--- config.mk ---
export PLATFORM = sky130hd
export DESIGN_NAME = dmx_output_module
export DESIGN_NICKNAME = d
export VERILOG_FILES = /design/src/rtl/dmx_output_module.sv
export SDC_FILE = /design/constraint.sdc
export NUM_CORES = 1
export LEC_CHECK = 0
export BUFFER_PORTS_ARGS = -buffer_cell sky130_fd_sc_hd__buf_4
export CAP_MARGIN = 5
export CELL_PAD_IN_SITES_DETAIL_PLACEMENT = 0
export CELL_PAD_IN_SITES_GLOBAL_PLACEMENT = 1
export CORE_MARGIN = 2
export CORE_UTILIZATION = 40
export CTS_BUF_LIST = sky130_fd_sc_hd__clkbuf_4 sky130_fd_sc_hd__clkbuf_8 sky130_fd_sc_hd__clkbuf_16
export CTS_CLUSTER_SIZE = 16
export DETAILED_ROUTE_END_ITERATION = 8
export PLACE_DENSITY_LB_ADDON = 0.1
export SYNTH_ARGS = -nofsm -noshare
export SYNTH_HDL_FRONTEND = slang
export SYNTH_SLANG_ARGS = --single-unit
--- constraint.sdc ---
create_clock -name clk -period 3.1 [get_ports clk]
set_clock_uncertainty 0.2 [all_clocks]
set_input_delay 0.155 -clock clk [delete_from_list [all_inputs] [get_ports clk]]
set_output_delay 0.155 -clock clk [all_outputs]
set_load 0.1 [all_outputs]
--- src/rtl/dmx_output_module.sv ---
// DMX512 transmit stage: replays a captured frame as Break, MAB and 8N2 slots.
// Ports: clk/rst, start + n_slots launch, rd_en/rd_addr/rd_data buffer port,
//        tx line, de driver enable, busy while sending, done pulse at frame end.
module dmx_output_module #(
    parameter int CLK_FREQ  = 20_000_000,
    parameter int BAUD_RATE = 250_000,
    parameter int BREAK_US  = 176,
    parameter int MAB_US    = 12,
    parameter int MAX_SLOTS = 513
) (
    input  logic       clk,
    input  logic       rst,
    input  logic       start,
    input  logic [9:0] n_slots,
    output logic       rd_en,
    output logic [9:0] rd_addr,
    input  logic [7:0] rd_data,
    output logic       tx,
    output logic       de,
    output logic       busy,
    output logic       done
);

    localparam int BIT_CLKS   = CLK_FREQ / BAUD_RATE;
    localparam int BREAK_CLKS = CLK_FREQ / 1_000_000 * BREAK_US;
    localparam int MAB_CLKS   = CLK_FREQ / 1_000_000 * MAB_US;
    localparam int CW_RAW     = $clog2(BREAK_CLKS + 1);
    localparam int CW         = (CW_RAW < 16) ? 16 : CW_RAW;

    localparam logic [CW-1:0] BREAK_LAST = CW'(BREAK_CLKS - 1);
    localparam logic [CW-1:0] MAB_LAST   = CW'(MAB_CLKS - 1);
    localparam logic [CW-1:0] BIT_LAST   = CW'(BIT_CLKS - 1);
    localparam logic [9:0]    MAX_CNT    = 10'(MAX_SLOTS);

    localparam logic [1:0] S_IDLE  = 2'd0;
    localparam logic [1:0] S_BREAK = 2'd1;
    localparam logic [1:0] S_MAB   = 2'd2;
    localparam logic [1:0] S_SLOT  = 2'd3;

    logic [1:0]    state_q, state_d;
    logic [CW-1:0] cnt_q, cnt_d;
    logic [3:0]    bit_q, bit_d;
    logic [9:0]    slot_q, slot_d;
    logic [9:0]    count_q, count_d;
    logic [7:0]    next_q, next_d;
    logic [7:0]    shift_q, shift_d;
    logic          pend_q, pend_d;
    logic          done_q, done_d;

    logic [9:0] slot_nx;
    assign slot_nx = slot_q + 10'd1;

    // Prefetch of the following slot happens on the first start-bit cycle.
    assign rd_en = ((state_q == S_MAB) && (cnt_q == '0))
                || ((state_q == S_SLOT) && (bit_q == 4'd0)
                    && (cnt_q == '0) && (slot_nx < count_q));
    assign rd_addr = (state_q == S_SLOT) ? slot_nx : 10'd0;

    assign busy = (state_q != S_IDLE);
    assign de   = busy;
    assign done = done_q;

    // Data bits leave from shift_q[0]; the register refills with ones,
    // so the two stop bits come out of the same path.
    always_comb begin
        tx = 1'b1;
        case (state_q)
            S_BREAK: tx = 1'b0;
            S_SLOT:  tx = (bit_q == 4'd0) ? 1'b0 : shift_q[0];
            default: tx = 1'b1;
        endcase
    end

    always_comb begin
        state_d = state_q;
        cnt_d   = cnt_q;
        bit_d   = bit_q;
        slot_d  = slot_q;
        count_d = count_q;
        shift_d = shift_q;
        done_d  = 1'b0;
        pend_d  = rd_en;
        // rd_data is valid the cycle after the strobe
        next_d  = pend_q ? rd_data : next_q;

        case (state_q)
            S_IDLE: begin
                if (start) begin
                    state_d = S_BREAK;
                    cnt_d   = '0;
                    if (n_slots == 10'd0)
                        count_d = 10'd1;
                    else if (n_slots > MAX_CNT)
                        count_d = MAX_CNT;
                    else
                        count_d = n_slots;
                end
            end
            S_BREAK: begin
                if (cnt_q == BREAK_LAST) begin
                    state_d = S_MAB;
                    cnt_d   = '0;
                end else begin
                    cnt_d = cnt_q + 1'b1;
                end
            end
            S_MAB: begin
                if (cnt_q == MAB_LAST) begin
                    state_d = S_SLOT;
                    cnt_d   = '0;
                    bit_d   = 4'd0;
                    slot_d  = 10'd0;
                    shift_d = next_d;
                end else begin
                    cnt_d = cnt_q + 1'b1;
                end
            end
            S_SLOT: begin
                if (cnt_q == BIT_LAST) begin
                    cnt_d = '0;
                    if (bit_q == 4'd10) begin
                        if (slot_nx == count_q) begin
                            state_d = S_IDLE;
                            done_d  = 1'b1;
                        end else begin
                            slot_d  = slot_nx;
                            bit_d   = 4'd0;
                            shift_d = next_d;
                        end
                    end else begin
                        bit_d = bit_q + 4'd1;
                        if (bit_q != 4'd0)
                            shift_d = {1'b1, shift_q[7:1]};
                    end
                end else begin
                    cnt_d = cnt_q + 1'b1;
                end
            end
            default: state_d = S_IDLE;
        endcase
    end

    always_ff @(posedge clk) begin
        if (rst) begin
            state_q <= S_IDLE;
            cnt_q   <= '0;
            bit_q   <= 4'd0;
            slot_q  <= 10'd0;
            count_q <= 10'd0;
            next_q  <= 8'd0;
            shift_q <= 8'd0;
            pend_q  <= 1'b0;
            done_q  <= 1'b0;
        end else begin
            state_q <= state_d;
            cnt_q   <= cnt_d;
            bit_q   <= bit_d;
            slot_q  <= slot_d;
            count_q <= count_d;
            next_q  <= next_d;
            shift_q <= shift_d;
            pend_q  <= pend_d;
            done_q  <= done_d;
        end
    end

endmodule

==> metrics.txt, run 1 <==
Final Non-Filler Cells 579; number of top-level pins 36; GP Congestion 0.816; syn nets 457; Min Clock Period, post-route 3.01 ns; Placed Instances 541; reg2reg path depth 12; vias 3,149; ANT cells 0; final hold vios 0; startpoint type of the worst setup path flip-flop; hold crit path type input port to flip-flop; latest clock arrival within the worst-skew pair 0.34 ns; worst slew pin tran 0.658 ns; initial cell density of the core 0.417; Rel. slew slack 0.560; Reg area 1210 µm²; largest net degree at the start of global routing 44; number of global-route vias before repair 3,054; layout cells sized above 1 0.179; worst path bufs/invs 2; syn_area_per_cell 8.34 µm²; post-route clock period utilization 0.973; vias per cell 5.44; VDD IR max 277 µV; Achievable Freq 0.332 GHz; area grow syn2layout 25.3%; Worst path max stage delay 0.34 ns; DRC 0; r2r endpoint shift_q[2]; Die Y 97.0 µm; commonest non-fill, non-tap cell in the layout dfxtp_1; Final Util 0.523; Post-synth EDFFs 0; ys async rst share 0; Ys Warns 0; die area 9420 µm²; post-synthesis sequential area ratio 0.347; CP required 2.74 ns; row count 33; TritonRoute pass-1 iters 4; status completed; CTS tree done; kind of critical path flip-flop to primary output; Cells on Worst Hold Path 4; GRT Overall Usage 0.189; first-pass GRT wire length 14,700 µm; CTS Buf Count 9; filler instances 818; crit-path cells and4_4 -> buf_4 -> nand4_1 -> xnor2_1 -> ha_1 -> a21o_1 -> a2111oi_4 -> o21ai_2 -> a31oi_4 -> buf_12; R2R Setup Slk 0.12 ns; RSZ-0062 raised after global routing true; multi-input logic area 2130 µm²; initial antenna violation count 0; nets 511; CTS sink count 60; Most used DFF post-synth dfxtp_1; Pleak 1.66 nW; Final Setup Violations 0; r2r startpoint slot_q[2]; CP delay by family, top compound AO/OA/AOI/OAI gates; Hold Path Origin n_slots[8]; grt total ovfl 0; WL/cell 15.2 µm; clk root buf clkbuf_8; WP data arrival 2.66 ns; max-cap viol count 0; CP max FO 3; post-detailed-placement half-perimeter wirelength 5980 µm; post-route ant nets 0; FF+latch count, synth 60; core area 8300 µm²; commonest non-fill, non-tap cells in the layout dfxtp_1, buf_4, nor2_1; power per cell area 614 nW/µm²; Post-Syn Instances 415; WL final 8790 µm; CP max-delay cell dfxtp_1; # H-tree levels 3; Clock Path Buffers 2; synthesized area 3460 µm²; Unique masters post-synth 59; Worst-path clk slew 0.07 ns; hold worst-path end count_q[8]; Slew Limit Fails 0; number of DRC markers in iteration 0 121; PortBufs 35; crit path capture type primary output; die width 97.0 µm
flip-flops by register name, summed over array words and instances, names as in the netlist:
signal and flops:
slot_q 10, next_q 8, pend_q 1, state_q 2
count_q 10, cnt_q 16, done 1, bit_q 4
shift_q 8
per-layer routing:
metal / vias to the layer above / part of all wire / global-route usage / wire [µm]
met5: - / 0 / 0 / 0
met4: 0 / 0.012 / 0.0553 / 104
met3: 9 / 0.029 / 0.0462 / 253
met2: 37 / 0.49 / 0.319 / 4280
met1: 1487 / 0.47 / 0.239 / 4150
li1: 1616 / - / - / -
cell type report:
class / instances / share of cell area
Sequential cell: 60 / 0.278
Inverter: 22 / 0.0190
Clock inverter: 7 / 0.0231
Tap cell: 105 / 0.0303
Clock buffer: 9 / 0.0286
Timing Repair Buffer: 67 / 0.130
Multi-Input combinational cell: 309 / 0.490
cells by family after synthesis:
logic type / share of synthesized area
simple gates: 0.240
buf+inv: 0.0524
flops: 0.347
compound gates: 0.198
fa+ha+maj: 0.0759
xor+xnor: 0.0506
mux: 0.0361
per-stage QoR:
| stage | total power [mW] | setup TNS, ns | hold WS (ns) | cell area (µm²) | worst slack, ns |
|---|---|---|---|---|---|
| final | 2.66 | 0 | 0.0349 | 4340 | 0.0850 |
| after global routing | 2.80 | -0.353 | 0.0457 | 4340 | -0.0735 |
| after detailed placement | 1.82 | 0 | 0.205 | 3850 | 0.0397 |
| after global placement | 1.82 | 0 | 0.198 | 3850 | 0.127 |
| after CTS | 2.68 | 0 | 0.0271 | 4320 | 0.0149 |
| after floorplan | 1.60 | 0 | 0.103 | 3480 | 0.0298 |
synthesized netlist by cell type, types with 3 or more instances:
library cell | instances | area share
nand4_1 | 13 | 0.023
nor4_1 | 6 | 0.011
o21ai_1 | 21 | 0.030
and4_1 | 5 | 0.013
dfxtp_1 | 60 | 0.35
ha_1 | 21 | 0.076
a21oi_1 | 32 | 0.046
a22oi_1 | 7 | 0.015
xnor2_1 | 10 | 0.025
and2_1 | 7 | 0.013
nor2_1 | 40 | 0.043
inv_1 | 21 | 0.023
a2111o_1 | 7 | 0.023
and3_1 | 8 | 0.014
mux2i_1 | 11 | 0.032
xor2_1 | 10 | 0.025
nand2b_1 | 5 | 0.0090
clkbuf_1 | 17 | 0.018
nand2_1 | 27 | 0.029
buf_2 | 3 | 0.0043
nor3_1 | 6 | 0.0087
o211ai_1 | 6 | 0.013
nand3_1 | 20 | 0.029
o21a_1 | 5 | 0.011
o21ai_0 | 5 | 0.0072
power by group:
part | internal (mW) | leakage, nW | switching [mW] | total (mW)
combinational | 0.285 | 1.07 | 0.718 | 1.00
sequential | 0.819 | 0.487 | 0.0380 | 0.857
clock | 0.456 | 0.102 | 0.347 | 0.804
total | 1.56 | 1.66 | 1.10 | 2.66
worst register-to-register path: stages, from the launching register on:
cell and delay (ns):
dfxtp_1 0.34, and4_4 0.24, buf_4 0.12, nand4_1 0.12
xnor2_1 0.27, ha_1 0.33, nand4_1 0.18, nor4_1 0.09
buf_4 0.16, o21a_1 0.20, buf_4 0.19, a2111o_1 0.34
a21oi_1 0.15
worst max path at each step:
stage,startpoint,to,slack (ns),depth (start not counted)
final,slot_q[2],rd_en,0.09,10
after detailed placement,slot_q[5],rd_en,0.04,10
after global routing,slot_q[2],rd_en,-0.07,10
after CTS,slot_q[3],rd_en,0.01,10
after global placement,slot_q[5],rd_en,0.13,10
after floorplan,slot_q[2],rd_en,0.03,9
what timing repair did:
| item | 4_1_cts | 5_1_grt |
|---|---|---|
| pin swaps | 7 | 1 |
| resized for setup | 13 | 3 |
| hold buffers | 20 | 0 |
| setup endpoints to repair | 1 | 4 |
| endpoints found under the hold margin | 18 | 0 |
| buffers inserted | 2 | 0 |
Power figures use the tool's default switching activity.
==> run 2: changes to the inputs <==
- CORE_UTILIZATION: 40 -> 44
- SLEW_MARGIN: not set -> 40
- clock period: 3.1 -> 3.15 ns (I/O delays scaled with it)
==> metrics.txt, run 2 (synthesis results as in run 1) <==
status completed; Comb power frac 0.367 (-0.010); latest clock arrival within the worst-skew pair 0.34 ns (about the same); largest net degree at the start of global routing 44 (unchanged); kind of critical path flip-flop to primary output; core area 7690 µm² (-7.4%); r2r endpoint shift_q[4]; startpoint type of the worst setup path flip-flop; layout cells sized above 1 0.196 (+0.0165); met1 usage 0.305 (+0.0660); Reg with most FFs cnt_q; initial cell density of the core 0.450 (+0.0332); CTS tree done; clock power share 0.322 (+0.020); CP max-delay cell a2111oi_4; WL/cell 15.5 µm (+1.9%); worst path bufs/invs 1 (-1); GR Layer Usage met3 0.0496 (+0.00339); Min Clock Period, post-route 3.13 ns; commonest non-fill, non-tap cell in the layout dfxtp_1; first-pass GRT wire length 15,000 µm (+1.9%); Final Setup Violations 0 (unchanged); Worst path max stage delay 0.39 ns (+0.05 ns); WL final 9000 µm (+2.4%); PortBufs 35 (unchanged); R2R Setup Slk 0.20 ns (+0.08 ns); Seq pwr share 0.311 (-0.011); commonest non-fill, non-tap cells in the layout dfxtp_1, buf_4, nor2_1; Worst-path clk slew 0.07 ns (about the same); Clock Path Buffers 2 (unchanged); Rel. slew slack 0.647 (+0.0870); crit-path cells and4_4 -> nand4_1 -> xnor2_2 -> ha_1 -> a21o_1 -> a21o_1 -> a2111oi_4 -> o21ai_2 -> a31oi_4 -> buf_12; Power Internal 1.65 mW (+5.6%); hold crit path type input port to flip-flop; WP data arrival 2.77 ns (+0.11 ns); GR peak layer met2; largest registers cnt_q x16, count_q x10, slot_q x10; CTS Buf Count 9 (unchanged); clk root buf clkbuf_8; Switching Share 0.394 (-0.0204); CP endpoint rd_en; worst slew pin tran 0.529 ns (-0.129 ns); Crit path depth 10 (unchanged); nets 517 (+1.2%); GP Congestion 0.848 (+3.9%); Achievable Freq 0.320 GHz; GR Util met2 0.345 (+0.0261); final hold vios 0 (unchanged); Die Y 92.7 µm (-4.5%); crit path launch slot_q[4]; post-route ant nets 0 (unchanged); die width 92.7 µm (-4.5%); Pleak 1.73 nW (+4.1%); r2r startpoint slot_q[4]; Slew Limit Fails 0 (unchanged); filler instances 717 (-12%); ANT cells 0 (unchanged); Psw 1.07 mW (-3.0%); reg2reg path depth 13 (+1); Crit path top cell by count a21o_1; max reg flops 16 (unchanged); grt total ovfl 0 (unchanged); vias per cell 5.53 (+1.7%); DRC 0 (unchanged); power per cell area 615 nW/µm² (+0.12%); CTS sink count 60 (unchanged); GRT Overall Usage 0.219 (+0.0305); number of top-level pins 36 (unchanged); hold_ws 0.0493 ns (+0.0144 ns); post-route clock period utilization 0.992; max-cap viol count 0 (unchanged); crit path capture type primary output; number of global-route vias before repair 3,058 (+0.13%); RSZ-0062 raised after global routing true; CP required 2.79 ns (+0.05 ns); setup TNS 0 ns (unchanged); CP max FO 2 (-1); area grow syn2layout 27.7%; post-detailed-placement half-perimeter wirelength 6150 µm (+2.9%); die area 8590 µm² (-8.7%); VDD IR max 358 µV (+30%); number of DRC markers in iteration 0 157 (+30%); initial antenna violation count 0 (unchanged); # H-tree levels 3 (unchanged); TritonRoute pass-1 iters 4 (unchanged); CP delay by family, top compound AO/OA/AOI/OAI gates; vias 3,219 (+2.2%); row count 32 (-3.0%)
-- run 2: layout make-up --
class	count	area (µm²)	area share
multi-input combinational	309	2140	0.485
sequential	60	1210	0.273
timing repair buffer	73	611	0.138
clock buffer	10	138	0.0311
tap	102	128	0.0289
clock inverter	6	111	0.0252
inverter	22	82.6	0.0187
-- run 2: how the worst min path moves through the flow --
stage          depth (start not counted)       start         end
2_1_floorplan                          2  n_slots[1]  count_q[1]
3_3_place_gp                           3  n_slots[5]  count_q[5]
3_5_place_dp                           3  n_slots[4]  count_q[4]
4_1_cts                                2         rst   next_q[0]
5_1_grt                                2         rst   next_q[7]
6_report                               4  n_slots[8]  count_q[8]
-- run 2: power by group through the flow --
stage / registers (mW) / clock network, mW / logic, mW
2_1_floorplan: 0.844 / 0 / 0.733
3_3_place_gp: 0.861 / 0 / 0.936
3_5_place_dp: 0.862 / 0 / 0.936
4_1_cts: 0.845 / 0.894 / 0.982
5_1_grt: 0.850 / 0.927 / 1.08
6_report: 0.844 / 0.875 / 0.998
-- run 2: worst register-to-register path, stage by stage (launching register included) --
cell,delay [ns]
dfxtp_2,0.34
and4_4,0.22
nand4_1,0.15
xnor2_2,0.18
ha_1,0.30
buf_4,0.13
buf_4,0.12
nand4_1,0.14
nor4_1,0.09
buf_4,0.16
o21a_1,0.18
buf_4,0.18
a2111o_1,0.35
a21oi_1,0.14
-- run 2: metrics by stage --
stage | area (µm²) | setup slack [ns] | util | cells | total power [mW]
2_1_floorplan | 3480 | 0.0773 | - | 415 | 1.58
3_3_place_gp | 3870 | 0.146 | 0.503 | 541 | 1.80
3_5_place_dp | 3870 | 0.128 | 0.503 | 541 | 1.80
4_1_cts | 4360 | 0.0336 | 0.567 | 579 | 2.72
5_1_grt | 4420 | -0.102 | 0.575 | 582 | 2.86
6_report | 4420 | 0.0246 | 0.575 | 582 | 2.72
-- run 2: what timing repair did --
action | in CTS | in global routing
pin swaps | 5 | 7
setup endpoints to repair | 1 | 4
resized for setup | 10 | 9
hold buffers | 20 | 0
hold endpoints to repair | 18 | 0
setup buffers | 2 | 3
-- run 2: layer usage --
layer | up-vias | share of wire
met5 | - | 0
met4 | 0 | 0.011
met3 | 7 | 0.038
met2 | 70 | 0.47
met1 | 1513 | 0.48
li1 | 1629 | -
